===== config.mk =====
export PLATFORM = sky130hd
export DESIGN_NAME = fir_serial_mac
export DESIGN_NICKNAME = d
export VERILOG_FILES = /design/src/rtl/fir_pkg.sv /design/src/rtl/eta_acc_adder.sv /design/src/rtl/fir_serial_mac.sv
export SDC_FILE = /design/constraint.sdc
export NUM_CORES = 1
export LEC_CHECK = 0
export CORE_MARGIN = 3
export CORE_UTILIZATION = 60
export CTS_CLUSTER_DIAMETER = 40
export DETAILED_ROUTE_END_ITERATION = 10
export PLACE_DENSITY = 0.78
export SLEW_MARGIN = 20
export SYNTH_ARGS = -nofsm -noshare
export SYNTH_HDL_FRONTEND = slang
export SYNTH_SLANG_ARGS = --single-unit

===== constraint.sdc =====
create_clock -name clk -period 17.9 [get_ports clk]
set_clock_uncertainty 0.05 [all_clocks]
set_input_delay 3.58 -clock clk [delete_from_list [all_inputs] [get_ports clk]]
set_output_delay 3.58 -clock clk [all_outputs]
set_load 0.02 [all_outputs]

===== src/rtl/fir_pkg.sv =====
// fir_pkg
// Shared definitions for the serial-MAC FIR engine: default geometry constants
// and the controller state encoding.
//   FIR_TAPS       number of taps (power of two, >= 2)
//   FIR_DW         signed sample width
//   FIR_CW         signed coefficient width
//   FIR_AW         accumulator / result width (>= DW+CW)
//   FIR_APPROX_LSB low-bit span handled by the segmented adder (multiple of 4)
package fir_pkg;

   localparam int FIR_TAPS       = 8;
   localparam int FIR_DW         = 16;
   localparam int FIR_CW         = 16;
   localparam int FIR_AW         = 32;
   localparam int FIR_APPROX_LSB = 20;

   // IDLE: waiting for a sample; MAC: one tap per cycle; OUT: result offered.
   typedef enum logic [1:0] {
      IDLE = 2'd0,
      MAC  = 2'd1,
      OUT  = 2'd2
   } state_t;

endpackage


===== src/rtl/eta_acc_adder.sv =====
// eta_acc_adder
// Combinational AW-bit accumulator adder with an optional error-tolerant mode.
//   a, b       addends (two's complement, result wraps mod 2^AW)
//   approx_en  0: exact sum; 1: segmented low part, exact high part
//   sum        result
// In approximate mode the low APPROX_LSB bits are split into 4-bit segments.
// Each segment resolves its internal carries assuming a zero carry-in; the
// carry it really receives (the zero-carry-in lookahead carry-out of the
// segment below) only flips its lowest sum bit and is not rippled further.
// The upper bits add exactly, fed by the top segment's truncated carry-out.
module eta_acc_adder
   import fir_pkg::*;
#(
   parameter int AW         = FIR_AW,
   parameter int APPROX_LSB = FIR_APPROX_LSB
)(
   input  logic [AW-1:0] a,
   input  logic [AW-1:0] b,
   input  logic          approx_en,
   output logic [AW-1:0] sum
);

   logic [AW-1:0] exact_sum;
   assign exact_sum = a + b;

   generate
      if (APPROX_LSB == 0) begin : g_exact
         assign sum = exact_sum;
      end else begin : g_approx
         localparam int NSEG = APPROX_LSB / 4;
         localparam int HW   = AW - APPROX_LSB;

         // seg_c[j] is the carry delivered into segment j
         logic [NSEG:0]           seg_c;
         logic [APPROX_LSB-1:0]   lo_sum;
         logic [HW-1:0]           hi_sum;

         assign seg_c[0] = 1'b0;

         for (genvar j = 0; j < NSEG; j++) begin : g_seg
            logic [3:0] g;
            logic [3:0] p;
            logic [3:0] c;
            assign g    = a[4*j +: 4] & b[4*j +: 4];
            assign p    = a[4*j +: 4] ^ b[4*j +: 4];
            // bit 0 sees the incoming carry; bits 1..3 use zero-carry-in lookahead
            assign c[0] = seg_c[j];
            assign c[1] = g[0];
            assign c[2] = g[1] | (p[1] & g[0]);
            assign c[3] = g[2] | (p[2] & g[1]) | (p[2] & p[1] & g[0]);
            assign seg_c[j+1] = g[3] | (p[3] & g[2]) | (p[3] & p[2] & g[1])
                              | (p[3] & p[2] & p[1] & g[0]);
            assign lo_sum[4*j +: 4] = p ^ c;
         end

         assign hi_sum = a[AW-1:APPROX_LSB] + b[AW-1:APPROX_LSB] + HW'(seg_c[NSEG]);
         assign sum    = approx_en ? {hi_sum, lo_sum} : exact_sum;
      end
   endgenerate

endmodule


===== src/rtl/fir_serial_mac.sv =====
// fir_serial_mac
// Time-multiplexed FIR engine: one sample in, TAPS multiply-accumulate cycles
// through a single multiplier, one result out.
//   clk, rst_n           clock (rising edge), asynchronous active-low reset
//   in_valid / in_ready  sample handshake; in_data signed DW-bit sample,
//                        approx_en selects the adder mode for that sample
//   coef_we/addr/data    coefficient write port, honoured only while idle
//   out_valid/out_ready  result handshake; out_data signed AW-bit result
//   busy                 high while computing or holding a result
// Handshakes: a transfer happens on a rising edge where valid and ready are
// both high. in_ready is decoded from state only; out_valid and out_data are
// registered and stay stable until out_ready takes them.
// The controller state is held in 'state' for observation.
module fir_serial_mac
   import fir_pkg::*;
#(
   parameter int TAPS       = FIR_TAPS,
   parameter int DW         = FIR_DW,
   parameter int CW         = FIR_CW,
   parameter int AW         = FIR_AW,
   parameter int APPROX_LSB = FIR_APPROX_LSB
)(
   input  logic                    clk,
   input  logic                    rst_n,
   input  logic                    in_valid,
   output logic                    in_ready,
   input  logic [DW-1:0]           in_data,
   input  logic                    approx_en,
   input  logic                    coef_we,
   input  logic [$clog2(TAPS)-1:0] coef_addr,
   input  logic [CW-1:0]           coef_data,
   output logic                    out_valid,
   input  logic                    out_ready,
   output logic [AW-1:0]           out_data,
   output logic                    busy
);

   localparam int KW = $clog2(TAPS);
   localparam int PW = DW + CW;

   state_t        state;
   logic [DW-1:0] x_q [TAPS];
   logic [CW-1:0] h_q [TAPS];
   logic [AW-1:0] acc_q;
   logic [KW-1:0] k_q;
   logic          mode_q;

   logic signed [DW-1:0] x_cur;
   logic signed [CW-1:0] h_cur;
   logic signed [PW-1:0] prod;
   logic        [AW-1:0] prod_ext;
   logic        [AW-1:0] sum;

   assign in_ready = (state == IDLE);
   assign busy     = (state != IDLE);

   // Full-precision signed product, then sign-extended to accumulator width
   assign x_cur    = x_q[k_q];
   assign h_cur    = h_q[k_q];
   assign prod     = PW'(x_cur) * PW'(h_cur);
   assign prod_ext = AW'(prod);

   eta_acc_adder #(
      .AW         (AW),
      .APPROX_LSB (APPROX_LSB)
   ) u_add (
      .a         (acc_q),
      .b         (prod_ext),
      .approx_en (mode_q),
      .sum       (sum)
   );

   always_ff @(posedge clk or negedge rst_n) begin
      if (!rst_n) begin
         state <= IDLE;
         for (int i = 0; i < TAPS; i++) begin
            x_q[i] <= '0;
            h_q[i] <= '0;
         end
         acc_q     <= '0;
         k_q       <= '0;
         mode_q    <= 1'b0;
         out_valid <= 1'b0;
         out_data  <= '0;
      end else begin
         case (state)
            IDLE: begin
               // A write in the accept cycle lands before tap 0 is read
               if (coef_we) h_q[coef_addr] <= coef_data;
               if (in_valid) begin
                  x_q[0] <= in_data;
                  for (int i = 1; i < TAPS; i++) x_q[i] <= x_q[i-1];
                  acc_q  <= '0;
                  k_q    <= '0;
                  mode_q <= approx_en;
                  state  <= MAC;
               end
            end
            MAC: begin
               acc_q <= sum;
               k_q   <= k_q + KW'(1);
               if (k_q == KW'(TAPS - 1)) begin
                  out_data  <= sum;
                  out_valid <= 1'b1;
                  state     <= OUT;
               end
            end
            OUT: begin
               if (out_ready) begin
                  out_valid <= 1'b0;
                  state     <= IDLE;
               end
            end
            default: state <= IDLE;
         endcase
      end
   end

endmodule


== Word level (Yosys, flattened, before mapping) ==
Cells that the tools add are included.

* Equality and inequality tests: 6
* Multiply operators: 1
* Muxes and demuxes: 21
* Order comparisons: 3
* Reductions and logical operators: 11
* Add/subtract/negate cells: 4
* Bitwise operators: 92

{| class="wikitable"
|+ Operator list
! operator !! number
|-
| bitwise mux 128 bit || 1
|-
| binary-select mux 16 bit (select 3 bit) || 2
|-
| 2-to-1 mux 16 bit || 5
|-
| 2-to-1 mux 32 bit || 2
|-
| case mux 32 bit (2 select lines) || 1
|-
| demux 16 bit (select 3 bit) || 1
|-
| bitwise AND 1 bit || 45
|-
| XOR 4 bit || 10
|-
| adder 32 bit || 1
|-
| multiplier 16 x 16 -> 32 bit || 1
|-
| OR 1 bit || 30
|-
| bitwise AND 4 bit || 5
|-
| adder 12 x 1 -> 12 bit || 1
|-
| adder 12 bit || 1
|-
| >= comparator 4 bit (second input constant) || 2
|-
| inverter 3 -> 4 bit || 2
|-
| AND reduction 2 bit || 4
|-
| 2-to-1 mux 2 bit || 3
|-
| != test 2 bit (second input constant) || 3
|-
| case mux 2 bit (3 select lines) || 1
|-
| case mux 3 bit (2 select lines) || 1
|-
| AND reduction 3 bit || 2
|-
| nonzero test 2 bit || 3
|-
| less-than comparator 4 x 1 -> 1 bit (second input constant) || 1
|-
| other kinds (9) || 10
|}

* Logic and storage cells: 160
* Flip-flop bits (word level): 327

== Logic depth before layout (Yosys ltp) ==
Gate-level depths: netlist (run 1).

* Depth in word-level cells: 13
* Mapped depth: 41
* Depth with buffers taken out: 38

== Cells and area by module ==
Synthesis (run 1) repeated with hierarchy kept, for this count alone.

* Cells, all modules: 2593
* Area, all modules: 26203.9 um^2

{| class="wikitable"
|+ By module, submodules not included
! module !! cells each !! area an instance (um^2) !! instances
|-
| fir_serial_mac || 2274 || 24004.3 || 1
|-
| eta_acc_adder || 319 || 2199.6 || 1
|}

== Least setup slack after synthesis (run 1) ==
No wires, ideal clock.

* Path kind: register to register
* Start point: register k_q[0]
* End point: register out_data[28]
* Setup slack: 8.281 ns
* Cell stages (with the launch flop): 38
* Arrival: 9.438 ns
* Required time: 17.720 ns
* Period minus slack after synthesis: 9.619 ns
* Library setup time: 0.130 ns
* Path buffers: 2
* Cell sequence: dfrtp_1 > buf_2 > buf_1 > mux4_2 > mux2i_1 > nor2_1 > fa_1 > inv_1 > fa_1 > fa_1 > inv_1 > fa_1 > fa_1 > inv_1 > fa_1 > inv_1 > ha_1 > and3_1 > [2 not listed] > nor3_1 > nor2b_1 > o21ai_0 > nand2b_1 > xor2_1 > ha_1 > a32oi_1 > o21ai_0 > fa_1 > fa_1 > a31oi_1 > o21ai_0 > a21oi_1 > o21ai_0 > o31ai_1 > o2bb2ai_1 > xor2_1 > o21ai_0

* Word-level cells in the longest chain between the ends: 12
* Elaborated cells on any way between the ends: 24
* Classes of those cells: add/sub: 3; mul: 1; eq/ne: 1; mux: 7; bitwise: 11; reduce/logical: 1

{| class="wikitable"
|+ RTL lines
! item !! RTL line !! source
|-
| start: declaration || fir_serial_mac.sv:45 || <nowiki>logic [KW-1:0] k_q;</nowiki>
|-
| start signal: assignment || fir_serial_mac.sv:101 || <nowiki>k_q <= k_q + KW'(1);</nowiki>
|-
| parallel branches: the longest is 12 deep, another holds multiplier 16 x 16 -> 32 bit || - ||
|-
| end signal: assignment || fir_serial_mac.sv:103 || <nowiki>out_data <= sum;</nowiki>
|-
| end: declaration || fir_serial_mac.sv:34 || <nowiki>output logic [AW-1:0] out_data,</nowiki>
|}

Several ways; the timed one is not identified. The select of a mux whose other input is x is not followed.
A chain may end at the register's enable or synchronous reset.

== Final worst setup path (run 1) ==
Same ends and word-level chain as after synthesis.

==> run_results.csv, run 1 <==
group,metric,value,unit
outcome,status,"finished clean",
drt,first_iter_violations,1381,
sta,whs,0.4228,ns
clocking,hold_buffers,0,
finish,synthToLayoutAreaGrowth,12.18,%
hold_path,worstHoldEndpoint,"out_data[22]",
worst_setup_path,critPathLaunchType,"register",
yosys,mappedNetlistArea,25770,sq um
sta,period_share,62.76,%
yosys,synth_warnings,0,
sta,drv_slew,0,
worst_setup_path,r2r_setup_slack,6.67,ns
yosys,synth_xor_area_share,2.296,%
drt,drt_pre_antenna_iters,8,
drt,met1Wirelength,24.71,mm
yosys,synth_edf_count,0,
hold_path,hold_depth,2,
clocking,path_clk_slew,0.06,ns
worst_setup_path,path_class,"register to register",
global_routing,grt_max_degree,192,
finish,final_util,68.46,%
floorplan,start_util,61.03,%
placed_design,place.gp.congestion,1.003,
floorplan,fp.dieW,213.2,um
worst_setup_path,endpoint_kind,"register",
sta,period_needed,11.23,ns
clocking,numCtsBuffers,51,
sta,setup_violations,0,
floorplan,coreArea,42230,sq um
yosys,syn_nets,2747,
clocking,cts_setup_buffers,0,
drt,drc_errors,0,
hold_path,min_path_type,"register to register",
drt,wl_met3,3.934,mm
global_routing,grt_first_pass_wirelength,96.95,mm
yosys,synth_compound_area_share,6.258,%
drt,dr.max_layer_used,"met4",
floorplan,fp.dieH,213.2,um
yosys,ys_ff_latch,327,
clocking,clk_latency,0.62,ns
worst_setup_path,crit_path_max_fanout,48,
yosys,synth.distinct_cells,57,
yosys,async_reset_ff_share,100.0,%
run,max-cap-violations,0,
worst_setup_path,cp.arrival,11.59,ns
yosys,synth_top_family_by_area,"adder cells",
clocking,cts.path.max_buffers,3,
floorplan,die-area,45470,sq um
finish,nets,2810,
sta,slew_headroom,18.38,%
global_routing,grt-ovfl-total,0,
sta,hold_viol_final,0,
drt,wl_met2,28.94,mm
yosys,synthCells,2319,
clocking,htreeDepth,2,
hold_path,hp-start,"out_data[22]",
worst_setup_path,required,18.26,ns
finish,final_cell_area,28910,sq um
worst_setup_path,slowest_delay,0.85,ns
clocking,cts.sinks,327,
yosys,synth_ff_type,"dfrtp_1",
sta,max_freq,89.02,MHz
floorplan,rows,75,
sta,rsz0062_at_grt,"false",
worst_setup_path,r2r_start,"k_q[0]",
drt,final_antenna_net_count,0,
worst_setup_path,path_common_cell,"fa_1",
clocking,cts_tree,"yes",
placed_design,placed_cell_area,27060,sq um
worst_setup_path,reg2regPathDepth,38,
yosys,synth_fa_ha_area_share,26.63,%
placed_design,dp_hpwl,42.66,mm
worst_setup_path,critPathSlowestCell,"buf_4",
drt,wl,59.38,mm
drt,vias,17390,
global_routing,grt_pass1_vias,18660,
finish,drive_gt1_share,20.08,%
placed_design,portBuffers,75,
sta,setup_tns,0,ns
finish,antenna_cells,0,
global_routing,grt.total_usage,27.10,%
finish,fillers,2996,
yosys,muxShareOfSynthArea,19.00,%
worst_setup_path,reg2reg_to,"out_data[28]",
sta,tightest_slew,1.190,ns
clocking,cts_resized,0,
drt,wire_per_inst,20.03,um
yosys,synthSimpleGateAreaFrac,7.749,%
global_routing,antenna_found_initial,0,
clocking,cts_root_buf,"clkbuf_16",
drt,via_per_inst,5.868,
floorplan,num_io_pins,76,
yosys,yosysSeqAreaShare,31.75,%
yosys,avgSynthCellArea,11.11,sq um
-- kinds of logic after synthesis --
kind of cell / after synthesis
flip-flops: 327
buffers and inverters: 431
adder cells (fa/ha/maj): 387
AND/OR/NAND/NOR: 468
multiplexers: 374
AO/OA/AOI/OAI: 266
XOR/XNOR: 66
-- area by class of cell --
class / count / area, sq um / share of cell area (%)
multi-input combinational: 1561 / 15980 / 55.27
sequential: 327 / 8189 / 28.33
clock inverter: 38 / 480.5 / 1.662
clock buffer: 58 / 1353 / 4.679
timing repair buffer: 98 / 948.4 / 3.281
inverter: 343 / 1287 / 4.454
tap: 539 / 674.4 / 2.333
-- worst max-delay path by stage --
stage          slack (ns)            to   start  cells past startpoint
2_1_floorplan        8.28  out_data[28]  k_q[0]                     37
3_3_place_gp         7.07  out_data[28]  k_q[0]                     38
3_5_place_dp         6.83  out_data[28]  k_q[0]                     38
4_1_cts              6.75  out_data[28]  k_q[0]                     38
5_1_grt              6.03  out_data[28]  k_q[0]                     38
6_report             6.67  out_data[28]  k_q[0]                     38
-- flip-flops by register name, indices dropped and copies added (netlist names) --
signal and count:
acc_q 32, h_q 128, k_q 3, mode_q 1, out_data 32, out_valid 1, state 2, x_q 128
-- synth_stat cells (all sizes together), types with 8 or more instances --
cell,instances,area share [%]
inv,342,5.0
dfrtp,327,32
mux2,282,12
fa,269,21
nand2,199,2.9
nor2,153,2.2
ha,118,5.7
o21ai,108,2.2
clkbuf,76,1.1
a21oi,69,1.4
mux4,64,5.6
nand3,42,0.82
xnor2,39,1.3
mux2i,28,1.1
xor2,26,0.88
a21o,24,0.70
nand2b,16,0.39
nor2b,14,0.34
o21a,14,0.41
buf,12,0.21
a211oi,8,0.25
or3,8,0.19
-- through the flow --
stage,std cells,setup slack (ns)
floorplan,2319,8.281
global placement,2868,7.070
detailed placement,2868,6.828
CTS,2964,6.746
global route,2964,6.025
finish,2964,6.666
-- layout by cell type (no fill, tap or decap), types with 5 or more instances in the layout --
cell and instances:
inv_1 342, dfrtp_1 324, mux2_2 282, fa_1 269, nand2_1 197, nor2_1 153, ha_1 118, o21ai_0 102
clkdlybuf4s50_1 74, a21oi_1 68, mux4_2 64, clkbuf_16 51, nand3_1 42, xnor2_1 39, mux2i_1 27, xor2_1 26
a21o_1 24, buf_4 20, nand2b_1 15, nor2b_1 14, o21a_1 14, inv_6 10, or3_1 8, and2_1 7
o31ai_1 7, and3_1 7, nand4_1 7, a211oi_1 7, o21bai_1 7, o211ai_1 6, nor3_1 6, inv_8 6
a31o_2 5, clkinv_4 5, clkbuf_8 5, clkinv_2 5
-- per-layer routing --
layer	GRT usage (%)	up-vias
li1	-	7793
met1	36.38	8822
met2	45.60	645
met3	4.702	132
met4	8.592	0
met5	0	-
-- worst max-delay path: cells and delay by family (launching register included) --
kind                       cells  cell delay [ns]
xor gates and xnor gates       2             0.28
AOI/OAI and AO/OA             14             2.74
DFF                            1             0.66
muxes                          2             1.43
buffers and inverters          7             1.19
adders and majority gates     10             3.91
and+or+nand+nor                3             0.77
Power of run 1 is not shown: default switching activity piles up to over one toggle a cycle in this logic, so the estimate is an artifact.
==> inputs of run 2 (changes only) <==
==> constraint.sdc (replaced) <==
create_clock -name clk -period 11.75 [get_ports clk]
set_clock_uncertainty 0.05 [all_clocks]
set_input_delay 2.35 -clock clk [delete_from_list [all_inputs] [get_ports clk]]
set_output_delay 2.35 -clock clk [all_outputs]
set_load 0.02 [all_outputs]
==> run 2 against run 1 <==
Critical path depth decreased by 1. First-iteration DRC count decreased by 11%. Sequential share of layout area increased by 0.13 points. Final area decreased by 0.44%. Non-clock buffer count increased by 15. Fmax increased by 5.5%. Critical path type unchanged. Largest cell class unchanged.
==> run_results.csv, run 2 (synthesis results as in run 1) <==
group,metric,value,unit
placed_design,place_inst,2882,
floorplan,fp.dieW,213.2,um
floorplan,start_util,61.03,%
sta,setup_violations,0,
hold_path,min_path_type,"register to register",
global_routing,grt_max_degree,193,
sta,hold_viol_final,0,
sta,rsz0062_at_grt,"false",
floorplan,rows,75,
worst_setup_path,cp_num_buf_inv,6,
drt,wire_per_inst,20.33,um
placed_design,portBuffers,75,
clocking,cts.sinks,327,
placed_design,dp_hpwl,44.82,mm
floorplan,fp.dieH,213.2,um
global_routing,grt_pass1_vias,18610,
finish,final_cell_count_no_fill,2968,
sta,max_freq,93.93,MHz
finish,nets,2821,
global_routing,grt.total_usage,27.61,%
drt,final_antenna_net_count,0,
sta,setup_tns,0,ns
clocking,cts_root_buf,"clkbuf_16",
clocking,cts_setup_buffers,0,
drt,vias,17400,
finish,layout_common_cells,"inv_1, dfrtp_1, mux2_2, fa_1, nand2_1",
drt,via_per_inst,5.863,
clocking,cts.path.max_buffers,3,
worst_setup_path,path_class,"register to register",
clocking,path_clk_slew,0.06,ns
finish,drive_gt1_share,20.05,%
clocking,hold_buffers,0,
floorplan,die-area,45470,sq um
global_routing,grt-ovfl-total,0,
clocking,cts_resized,0,
finish,synthToLayoutAreaGrowth,11.68,%
drt,wl,60.35,mm
worst_setup_path,critPathSlowestCell,"dfrtp_4",
finish,reg_top3,"h_q: 128 flops, x_q: 128 flops",
floorplan,coreArea,42230,sq um
sta,drv_slew,0,
worst_setup_path,required,12.14,ns
worst_setup_path,path_common_cell,"fa_1",
drt,first_iter_violations,1225,
worst_setup_path,crit_path_max_fanout,49,
sta,period_needed,10.65,ns
drt,drc_errors,0,
sta,slew_headroom,29.61,%
clocking,clk_latency,0.59,ns
worst_setup_path,cp.arrival,11.04,ns
sta,period_share,90.61,%
finish,final_util,68.16,%
worst_setup_path,endpoint_kind,"register",
outcome,status,"finished clean",
global_routing,grt_first_pass_wirelength,98.19,mm
clocking,cts_tree,"yes",
drt,drt_pre_antenna_iters,5,
finish,antenna_cells,0,
clocking,htreeDepth,2,
floorplan,num_io_pins,76,
worst_setup_path,cp_top_family,"adder cells",
clocking,numCtsBuffers,47,
finish,final_common_cell,"inv_1",
worst_setup_path,slowest_delay,1.02,ns
placed_design,place.gp.congestion,0.9641,
worst_setup_path,critPathLaunchType,"register",
global_routing,antenna_found_initial,0,
sta,tightest_slew,1.056,ns
run,max-cap-violations,0,
## run 2: changes by cell type in the layout (fill, tap and decap cells not counted), sizes merged
cell	change
buf	+15
inv	-3
clkinvlp	-2
bufinv	-1
clkbuf	-3
clkinv	-2
## run 2: per-layer routing
metal,share of wire (%),vias up,track usage (%)
li1,-,7820,-
met1,42,8873,37.15
met2,48,578,45.48
met3,6.5,130,5.304
met4,3.5,0,9.640
met5,0,-,0.3233
## run 2: final cells by class
type,count,area (sq um)
Clock buffer,55,1247
Timing Repair Buffer,113,1074
Fill cell,3098,13450
Multi-Input combinational cell,1561,15970
Clock inverter,30,336.6
Tap cell,539,674.4
Sequential cell,327,8189
Inverter,343,1287
## run 2: path summary, 6_finish.rpt
check                        startpoint           end  slack, ns  cells past startpoint
setup / recovery                 k_q[0]  out_data[28]       1.10                     37
max in group asynchronous         rst_n       h_q[12]       8.22                      3
min in group asynchronous         rst_n   out_data[5]       1.62                      1
setup reg to reg                 k_q[0]  out_data[28]       1.10                     37
hold / removal             out_data[14]  out_data[14]       0.43                      2
hold reg to reg            out_data[14]  out_data[14]       0.43                      2
## run 2: worst register-to-register path: cells and delay by family, from the launching register on
kind	cells	cell delay, ns
fa+ha+maj	10	4.64
compound gates	12	2.02
flops	1	1.02
buf+inv	6	0.92
simple gates	5	0.83
mux	2	0.69
xor+xnor	2	0.34
## run 2: through the flow
step	hold slack [ns]	area (sq um)	worst slack, ns
2_1_floorplan	0.4235	25770	2.131
3_3_place_gp	0.4121	27170	1.406
3_5_place_dp	0.4191	27170	1.104
4_1_cts	0.4318	28750	1.104
5_1_grt	0.4504	28780	0.3940
6_report	0.4253	28780	1.104
Power of run 2 is left out for the same reason.
